## config.mk

```make
export PLATFORM = sky130hd
export DESIGN_NAME = sisc_ctrl_hs
export DESIGN_NICKNAME = d
export VERILOG_FILES = /design/src/rtl/sisc_ctrl_hs.sv
export SDC_FILE = /design/constraint.sdc
export NUM_CORES = 1
export LEC_CHECK = 0
export BUFFER_PORTS_ARGS = -buffer_cell sky130_fd_sc_hd__buf_2
export CAP_MARGIN = 20
export CORE_MARGIN = 2
export CORE_UTILIZATION = 54
export CTS_BUF_LIST = sky130_fd_sc_hd__clkbuf_4
export CTS_CLUSTER_DIAMETER = 40
export DETAILED_ROUTE_END_ITERATION = 6
export PLACE_DENSITY = 0.95
export SLEW_MARGIN = 15
export SYNTH_ARGS = -nofsm -noshare
export SYNTH_HDL_FRONTEND = slang
export SYNTH_SLANG_ARGS = --single-unit
```

## constraint.sdc

```tcl
create_clock -name clk -period 4.7 [get_ports clk]
set_input_delay 0.94 -clock clk [delete_from_list [all_inputs] [get_ports clk]]
set_output_delay 0.94 -clock clk [all_outputs]
set_load 0.02 [all_outputs]
```

## src/rtl/sisc_ctrl_hs.sv

```systemverilog
// sisc_ctrl_hs: multi-cycle SISC control sequencer with memory handshake.
// Walks START/FETCH/DECODE/EXECUTE/MEM/WB/WB2 and parks in HALT or FAULT.
// Memory states stall on mem_rdy. A watchdog moves the FSM to FAULT when
// mem_rdy stays low for too long.
module sisc_ctrl_hs #(
  parameter int                STATW  = 4,
  parameter int                TMO_W  = 4,
  parameter logic [STATW-1:0]  AM_IMM = STATW'(8)
) (
  input  logic             clk,
  input  logic             rst_f,
  input  logic [3:0]       opcode,
  input  logic [STATW-1:0] mm,
  input  logic [STATW-1:0] stat,
  input  logic             mem_rdy,
  output logic             rf_we,
  output logic             wb_sel,
  output logic [1:0]       alu_op,
  output logic             br_sel,
  output logic             pc_rst,
  output logic             pc_write,
  output logic             pc_sel,
  output logic             rb_sel,
  output logic             ir_load,
  output logic             mm_sel,
  output logic             dm_we,
  output logic             mem_req,
  output logic             halted,
  output logic             fault
);

  localparam logic [3:0] OP_NOOP = 4'd0;
  localparam logic [3:0] OP_LOD  = 4'd1;
  localparam logic [3:0] OP_STR  = 4'd2;
  localparam logic [3:0] OP_SWP  = 4'd3;
  localparam logic [3:0] OP_BRA  = 4'd4;
  localparam logic [3:0] OP_BRR  = 4'd5;
  localparam logic [3:0] OP_BNE  = 4'd6;
  localparam logic [3:0] OP_BNR  = 4'd7;
  localparam logic [3:0] OP_ALU  = 4'd8;
  localparam logic [3:0] OP_HLT  = 4'd15;

  typedef enum logic [3:0] {
    S_START   = 4'd0,
    S_FETCH   = 4'd1,
    S_DECODE  = 4'd2,
    S_EXECUTE = 4'd3,
    S_MEM     = 4'd4,
    S_WB      = 4'd5,
    S_WB2     = 4'd6,
    S_HALT    = 4'd7,
    S_FAULT   = 4'd8
  } state_t;

  state_t           state;
  state_t           next_state;
  logic [TMO_W-1:0] wait_cnt;

  logic is_branch;
  logic br_taken;
  logic alu_imm;
  logic tmo;

  // Branch evaluation: BRA/BRR take on any masked flag set, BNE/BNR on none.
  always_comb begin
    is_branch = (opcode == OP_BRA) || (opcode == OP_BRR) ||
                (opcode == OP_BNE) || (opcode == OP_BNR);
    br_taken  = 1'b0;
    if ((opcode == OP_BRA) || (opcode == OP_BRR))
      br_taken = ((mm & stat) != '0);
    else if ((opcode == OP_BNE) || (opcode == OP_BNR))
      br_taken = ((mm & stat) == '0);
    alu_imm = (opcode == OP_ALU) && (mm == AM_IMM);
    tmo     = (wait_cnt == {TMO_W{1'b1}});
  end

  // State register and stall watchdog; the counter restarts on every state change.
  always_ff @(posedge clk) begin
    if (!rst_f) begin
      state    <= S_START;
      wait_cnt <= '0;
    end else begin
      state <= next_state;
      if (next_state != state)
        wait_cnt <= '0;
      else if (mem_req && !mem_rdy)
        wait_cnt <= wait_cnt + TMO_W'(1);
    end
  end

  // Next-state decode; mem_rdy on the last watchdog cycle still advances normally.
  always_comb begin
    next_state = state;
    case (state)
      S_START:  next_state = S_FETCH;
      S_FETCH: begin
        if (mem_rdy)  next_state = S_DECODE;
        else if (tmo) next_state = S_FAULT;
      end
      S_DECODE: begin
        if (opcode == OP_HLT)
          next_state = S_HALT;
        else if (is_branch || (opcode == OP_NOOP) || (opcode > OP_ALU))
          next_state = S_FETCH;
        else
          next_state = S_EXECUTE;
      end
      S_EXECUTE: begin
        if (opcode == OP_ALU)
          next_state = S_WB;
        else if ((opcode == OP_LOD) || (opcode == OP_STR) || (opcode == OP_SWP))
          next_state = S_MEM;
        else
          next_state = S_FETCH;
      end
      S_MEM: begin
        if (mem_rdy)  next_state = (opcode == OP_STR) ? S_FETCH : S_WB;
        else if (tmo) next_state = S_FAULT;
      end
      S_WB:     next_state = (opcode == OP_SWP) ? S_WB2 : S_FETCH;
      S_WB2:    next_state = S_FETCH;
      S_HALT:   next_state = S_HALT;
      S_FAULT:  next_state = S_FAULT;
      default:  next_state = S_START;
    endcase
  end

  // Output decode: Moore strobes per state, plus the mem_rdy-qualified fetch load.
  always_comb begin
    rf_we    = 1'b0;
    wb_sel   = 1'b0;
    alu_op   = 2'b10;
    br_sel   = 1'b0;
    pc_rst   = 1'b0;
    pc_write = 1'b0;
    pc_sel   = 1'b0;
    rb_sel   = 1'b0;
    ir_load  = 1'b0;
    mm_sel   = 1'b0;
    dm_we    = 1'b0;
    mem_req  = 1'b0;
    halted   = 1'b0;
    fault    = 1'b0;
    case (state)
      S_START:  pc_rst = 1'b1;
      S_FETCH: begin
        mem_req = 1'b1;
        if (mem_rdy) begin
          ir_load  = 1'b1;
          pc_write = 1'b1;
        end
      end
      S_DECODE: begin
        if (is_branch && br_taken) begin
          pc_write = 1'b1;
          pc_sel   = 1'b1;
          br_sel   = (opcode == OP_BRA) || (opcode == OP_BNE);
        end
      end
      S_EXECUTE: alu_op = alu_imm ? 2'b01 : 2'b00;
      S_MEM: begin
        alu_op  = alu_imm ? 2'b11 : 2'b10;
        mem_req = 1'b1;
        mm_sel  = 1'b1;
        dm_we   = (opcode == OP_STR);
      end
      S_WB: begin
        rf_we  = 1'b1;
        wb_sel = (opcode == OP_LOD) || (opcode == OP_SWP);
      end
      S_WB2: begin
        rf_we  = 1'b1;
        rb_sel = 1'b1;
      end
      S_HALT:  halted = 1'b1;
      S_FAULT: fault  = 1'b1;
      default: ;
    endcase
  end

endmodule

```

==> run_results.csv, run 1 <==
group,metric,value,unit
route,wl_per_cell,14.7,um
placement,preCtsSetupSlack,1.52,ns
route,first_iter_violations,26,
timing,fin_ws,1.50,ns
global_route,grtUsageTotal,25.6,%
global_route,antenna_found_initial,0,
global_route,grt_pass1_vias,871,
die,start_util,56.2,%
worst_hold_path,hp-class,"reg2reg",
run,cap_violations,0,
clocking,cts_buffers,3,
setup_path,crit_family,"compound AO/OA/AOI/OAI gates",
timing,hold_viol,0,
logic_synthesis,seq_area_frac_synth,19.4,%
setup_path,r2r_start,"state[0]$_SDFF_PN0_",
placement,place_hpwl,1.59,mm
power,total_leakage_power,0.407,nW
status,status,"complete, no violations",
timing,rsz0062_at_grt,"no",
logic_synthesis,synth_edf_count,0,
setup_path,slowest_delay,0.28,ns
setup_path,worstPathArrival,2.26,ns
route,vias,933,
route,vias_per_cell,6.39,
logic_synthesis,ys_seq_elements,8,
global_route,grt_pass1_wl,3.63,mm
timing,fin_crit,3.20,ns
setup_path,cp_data_required_time,3.76,ns
finish,layout-drive-gt1-share,33.1,%
die,fp.dieH,43.1,um
worst_hold_path,hold_start,"wait_cnt[0]$_SDFFE_PP0P_",
global_route,globalRouteOverflowTotal,0,
setup_path,startpoint_type,"input pin",
clocking,clockBufferDepth,2,
timing,hold_slack,0.566,ns
setup_path,rrSetupSlack,2.58,ns
power,finalPower,0.174,mW
route,drt_first_pass_iters,4,
global_route,grt_max_degree,19,
die,die_w,43.1,um
finish,fin_nets,148,
logic_synthesis,yosysWarnings,0,
placement,port-buffer-count,29,
clocking,cts_resized,0,
setup_path,crit_top_cell,"buf_2",
setup_path,worstPathMaxFanout,2,
clocking,clk_pin_slew_worst_paths,0.05,ns
route,drt_wl_total,2.15,mm
die,ioPinCount,30,
worst_hold_path,holdPathStages,2,
finish,antenna_cells,0,
die,fp.coreArea,0.00147,mm^2
logic_synthesis,ys_async_sr_fraction,0,%
placement,gp_congestion,0.808,
logic_synthesis,syn_area,827,um^2
logic_synthesis,yosys_most_used_dff,"dfxtp_1",
logic_synthesis,syn_inst,107,
worst_hold_path,min_to,"wait_cnt[0]$_SDFFE_PP0P_",
timing,setup_viol,0,
timing,fin_crit_sh,68.1,%
timing,fmax,0.313,GHz
route,drc,0,
setup_path,crit_path_end_kind,"output pin",
logic_synthesis,netlist-cell-type-count,44,
clocking,htreeDepth,1,
timing,tightest_slew,0.620,ns
logic_synthesis,syn_avg_cell_area,7.73,um^2
die,die_area,0.00186,mm^2
die,placementRows,14,
setup_path,r2r_end,"wait_cnt[2]$_SDFFE_PP0P_",
clocking,worst_skew_pair.late_latency,0.25,ns
timing,finalSetupTns,0,ns
power,power.density,182,mW/mm^2
setup_path,critPathKind,"in2out",
clocking,ctsHoldBuffers,0,
timing,clock_skew,0.00241,ns
route,final_antenna_net_count,0,
setup_path,worstPathCellList,"buf_2, a22o_1, a221oi_1, xnor2_1, nand4b_1, inv_1, or2_2, buf_2",
logic_synthesis,synth_fp_nets,123,
clocking,cts_tree,"done",
setup_path,critical_path.slowest_cell,"or2_2",
clocking,cts_setup_buffers,0,
finish,area_growth,16.0,%
setup_path,critPathBufInv,3,
setup_path,rr_worst_depth,5,
finish,fillCellCount,114,
power,vdd_drop_max,0.000114,V
clocking,cts_num_sinks,8,
clocking,root_buffer,"clkbuf_4",
timing,relSlewSlack,58.6,%
timing,drv_slew,0,
==> metrics by stage <==
step | instance area (um^2) | utilization (%) | instances
final | 960 | 65.2 | 146
after global routing | 960 | 65.2 | 146
after CTS | 960 | 65.2 | 146
after detailed placement | 937 | 63.7 | 143
after global placement | 937 | 63.7 | 143
after floorplan | 827 | - | 107
==> metal layers <==
layer | track usage [%] | wire (um) | up-vias
met3 | 4.26 | 159 | 10
li1 | - | - | 449
met4 | 15.2 | 65 | 0
met5 | 0 | 0 | -
met1 | 31.2 | 856 | 419
met2 | 41.5 | 1070 | 55
==> logic make-up (layout without fill, tap and decap cells) <==
family / after synthesis / count (layout) / synth area share [%]
AO/OA/AOI/OAI: 20 / 20 / 18.2
XOR/XNOR: 6 / 6 / 6.36
adder cells (fa/ha/maj): 1 / 1 / 1.51
buffers and inverters: 12 / 35 / 8.02
flip-flops: 8 / 8 / 19.4
multiplexers: 1 / 1 / 1.21
AND/OR/NAND/NOR: 59 / 59 / 45.4
==> how the worst max path moves through the flow <==
stage / from / to / cells after the start
6_report: mm[0] / pc_write / 8
5_1_grt: mm[0] / pc_write / 8
4_1_cts: mm[0] / pc_write / 8
3_5_place_dp: mm[0] / pc_write / 8
3_3_place_gp: mm[0] / pc_write / 8
2_1_floorplan: opcode[2] / dm_we / 3
==> worst register-to-register path, stage by stage (launching register included) <==
cell      delay, ns
dfxtp_1        0.66
xnor2_1        0.22
nor4_4         0.43
a211oi_1       0.15
o22a_2         0.27
nor4_1         0.29
==> final cells by class <==
cell class	count	area (um^2)	share of cell area [%]
inverter	3	11.3	1.17
clock buffer	3	22.5	2.35
multi-input combinational	87	601	62.6
sequential	8	160	16.7
tap	16	20.0	2.09
timing repair buffer	29	145	15.1
==> synthesized netlist by cell type, types with 2 or more instances <==
| cell | count | area (um^2) |
|---|---|---|
| a21oi_1 | 4 | 20.0 |
| a221oi_1 | 2 | 17.5 |
| and2_1 | 3 | 18.8 |
| and3_1 | 4 | 25.0 |
| buf_2 | 5 | 25.0 |
| buf_4 | 2 | 15.0 |
| dfxtp_1 | 8 | 160 |
| inv_1 | 3 | 11.3 |
| nand2_1 | 7 | 26.3 |
| nand2b_1 | 2 | 12.5 |
| nand4b_1 | 4 | 35.0 |
| nor2_1 | 10 | 37.5 |
| nor2b_1 | 3 | 18.8 |
| nor3_1 | 6 | 30.0 |
| nor4_1 | 6 | 37.5 |
| nor4b_1 | 2 | 17.5 |
| o21ai_0 | 3 | 15.0 |
| or2_2 | 3 | 18.8 |
| xnor2_1 | 3 | 26.3 |
| xor2_1 | 3 | 26.3 |
==> cell usage in the layout, fill, tap and decap left out, drive strengths merged, types with 3 or more instances in the layout <==
cell / count
o21ai: 3
buf: 29
a21oi: 4
dfxtp: 8
nor4b: 3
nor4: 7
nand4b: 4
nor3: 6
and3: 4
xor2: 3
xnor2: 3
nor2b: 3
inv: 3
nor2: 10
and2: 3
or2: 3
clkbuf: 3
nand2: 7
==> sequential cells by signal (all words and copies together) (netlist names) <==
signal    count
state         4
wait_cnt      4
==> report_power, final <==
| part | switching [mW] | internal (mW) |
|---|---|---|
| sequential | 0.00612 | 0.0696 |
| clock | 0.0230 | 0.0292 |
| combinational | 0.0265 | 0.0199 |
No activity file was read; power rests on OpenSTA's default activity.
==> run 2: changes to the inputs <==
- CORE_UTILIZATION: 54 -> 51
- PLACE_DENSITY: 0.95 -> 0.93
- clock period: 4.7 -> 3 ns (I/O delays scaled with it)
==> run_results.csv, run 2 (synthesis results as in run 1) <==
group,metric,value,unit
die,die_area,0.00196,mm^2
clocking,cts_setup_buffers,0,
setup_path,crit_family,"compound AO/OA/AOI/OAI gates",
clocking,cts_resized,0,
clocking,cts_buffers,3,
finish,utilization,63.7,%
clocking,ctsHoldBuffers,0,
clocking,clk_pin_slew_worst_paths,0.05,ns
global_route,globalRouteOverflowTotal,0,
placement,port-buffer-count,29,
clocking,worst_skew_pair.late_latency,0.25,ns
setup_path,crit_path_end_kind,"output pin",
die,die_w,44.3,um
die,placementRows,14,
worst_hold_path,holdPathStages,2,
setup_path,worstPathCellList,"buf_2, a22o_1, a221oi_1, xnor2_1, nand4b_1, inv_1, or2_2, buf_2",
die,start_util,54.9,%
finish,reg_top3,"state: 4 flops, wait_cnt: 4 flops",
setup_path,critPathBufInv,3,
finish,antenna_cells,0,
finish,layout_common_cells,"29 x buf_2, 10 x nor2_1, 8 x dfxtp_1",
power,finalPower,0.270,mW
global_route,grt_pass1_vias,825,
timing,fmax,0.400,GHz
worst_hold_path,hp-class,"reg2reg",
timing,drv_slew,0,
timing,finalSetupTns,0,ns
setup_path,rr_worst_depth,5,
setup_path,worstPathArrival,1.90,ns
setup_path,critical_path_depth,8,
timing,setup_viol,0,
timing,hold_viol,0,
clocking,htreeDepth,1,
setup_path,slowest_delay,0.28,ns
finish,layout-drive-gt1-share,33.1,%
finish,final_common_cell,"buf_2",
die,ioPinCount,30,
placement,place_hpwl,1.50,mm
setup_path,critPathKind,"in2out",
timing,rsz0062_at_grt,"no",
timing,relSlewSlack,60.6,%
finish,area_growth,16.0,%
global_route,antenna_found_initial,0,
setup_path,crit_top_cell,"buf_2",
global_route,grtUsageTotal,20.8,%
global_route,grt_pass1_wl,3.13,mm
finish,fin_nets,148,
clocking,cts_num_sinks,8,
timing,fin_crit_sh,83.4,%
setup_path,critical_path.slowest_cell,"or2_2",
status,status,"complete, no violations",
route,drc,0,
route,first_iter_violations,33,
setup_path,cp_data_required_time,2.40,ns
setup_path,worstPathMaxFanout,2,
route,wl_per_cell,13.3,um
die,fp.coreArea,0.00151,mm^2
route,final_antenna_net_count,0,
global_route,grt_max_degree,19,
placement,gp_congestion,0.835,
clocking,cts_tree,"done",
power,power.density,281,mW/mm^2
route,drt_wl_total,1.94,mm
power,total_leakage_power,0.407,nW
route,drt_first_pass_iters,4,
timing,clock_skew,0.00666,ns
route,vias,880,
power,vdd_drop_max,0.000192,V
clocking,root_buffer,"clkbuf_4",
timing,tightest_slew,0.590,ns
timing,fin_crit,2.50,ns
die,fp.dieH,44.3,um
route,vias_per_cell,6.03,
clocking,clockBufferDepth,2,
run,cap_violations,0,
setup_path,startpoint_type,"input pin",
[run 2: cell counts in the layout (fill, tap and decap cells not counted)]
No cell type changed its count.
[run 2: per-stage QoR]
step | setup WS (ns) | hold slack [ns] | cells | cell area (um^2)
4_1_cts | 0.479 | 0.565 | 146 | 960
3_5_place_dp | 0.485 | 0.549 | 143 | 937
6_report | 0.499 | 0.571 | 146 | 960
2_1_floorplan | 0.500 | 0.524 | 107 | 827
3_3_place_gp | 0.528 | 0.540 | 143 | 937
5_1_grt | 0.376 | 0.599 | 146 | 960
[run 2: final cells by class]
cell class	instances	area [um^2]
timing repair buffer	29	145
multi-input combinational	87	601
clock buffer	3	22.5
inverter	3	11.3
sequential	8	160
tap	16	20.0
fill	139	547
[run 2: worst paths after layout]
path	slack (ns)	to	start
min	0.57	wait_cnt[3]$_SDFFE_PP0P_	wait_cnt[3]$_SDFFE_PP0P_
max	0.50	pc_write	mm[0]
min reg2reg	0.57	wait_cnt[3]$_SDFFE_PP0P_	wait_cnt[3]$_SDFFE_PP0P_
max reg2reg	0.91	wait_cnt[2]$_SDFFE_PP0P_	state[2]$_SDFF_PN0_
[run 2: worst min-delay path, stage by stage (launching register included)]
cell and delay [ns]:
dfxtp_1 0.32, xor2_1 0.16, nor4_1 0.05
[run 2: layer usage]
layer	routed length [um]	global-route usage (%)	part of all wire, %
met1	827	22.5	43
met4	23	10.3	1.2
met3	132	2.86	6.8
met5	0	0	0
met2	960	38.8	49
[run 2: where the power goes]
group / switching, mW / internal, mW / leakage, nW / total (mW)
logic: 0.0403 / 0.0311 / 0.328 / 0.0714
registers: 0.00911 / 0.109 / 0.0650 / 0.118
clock network: 0.0348 / 0.0456 / 0.0138 / 0.0805
total: 0.0842 / 0.186 / 0.407 / 0.270
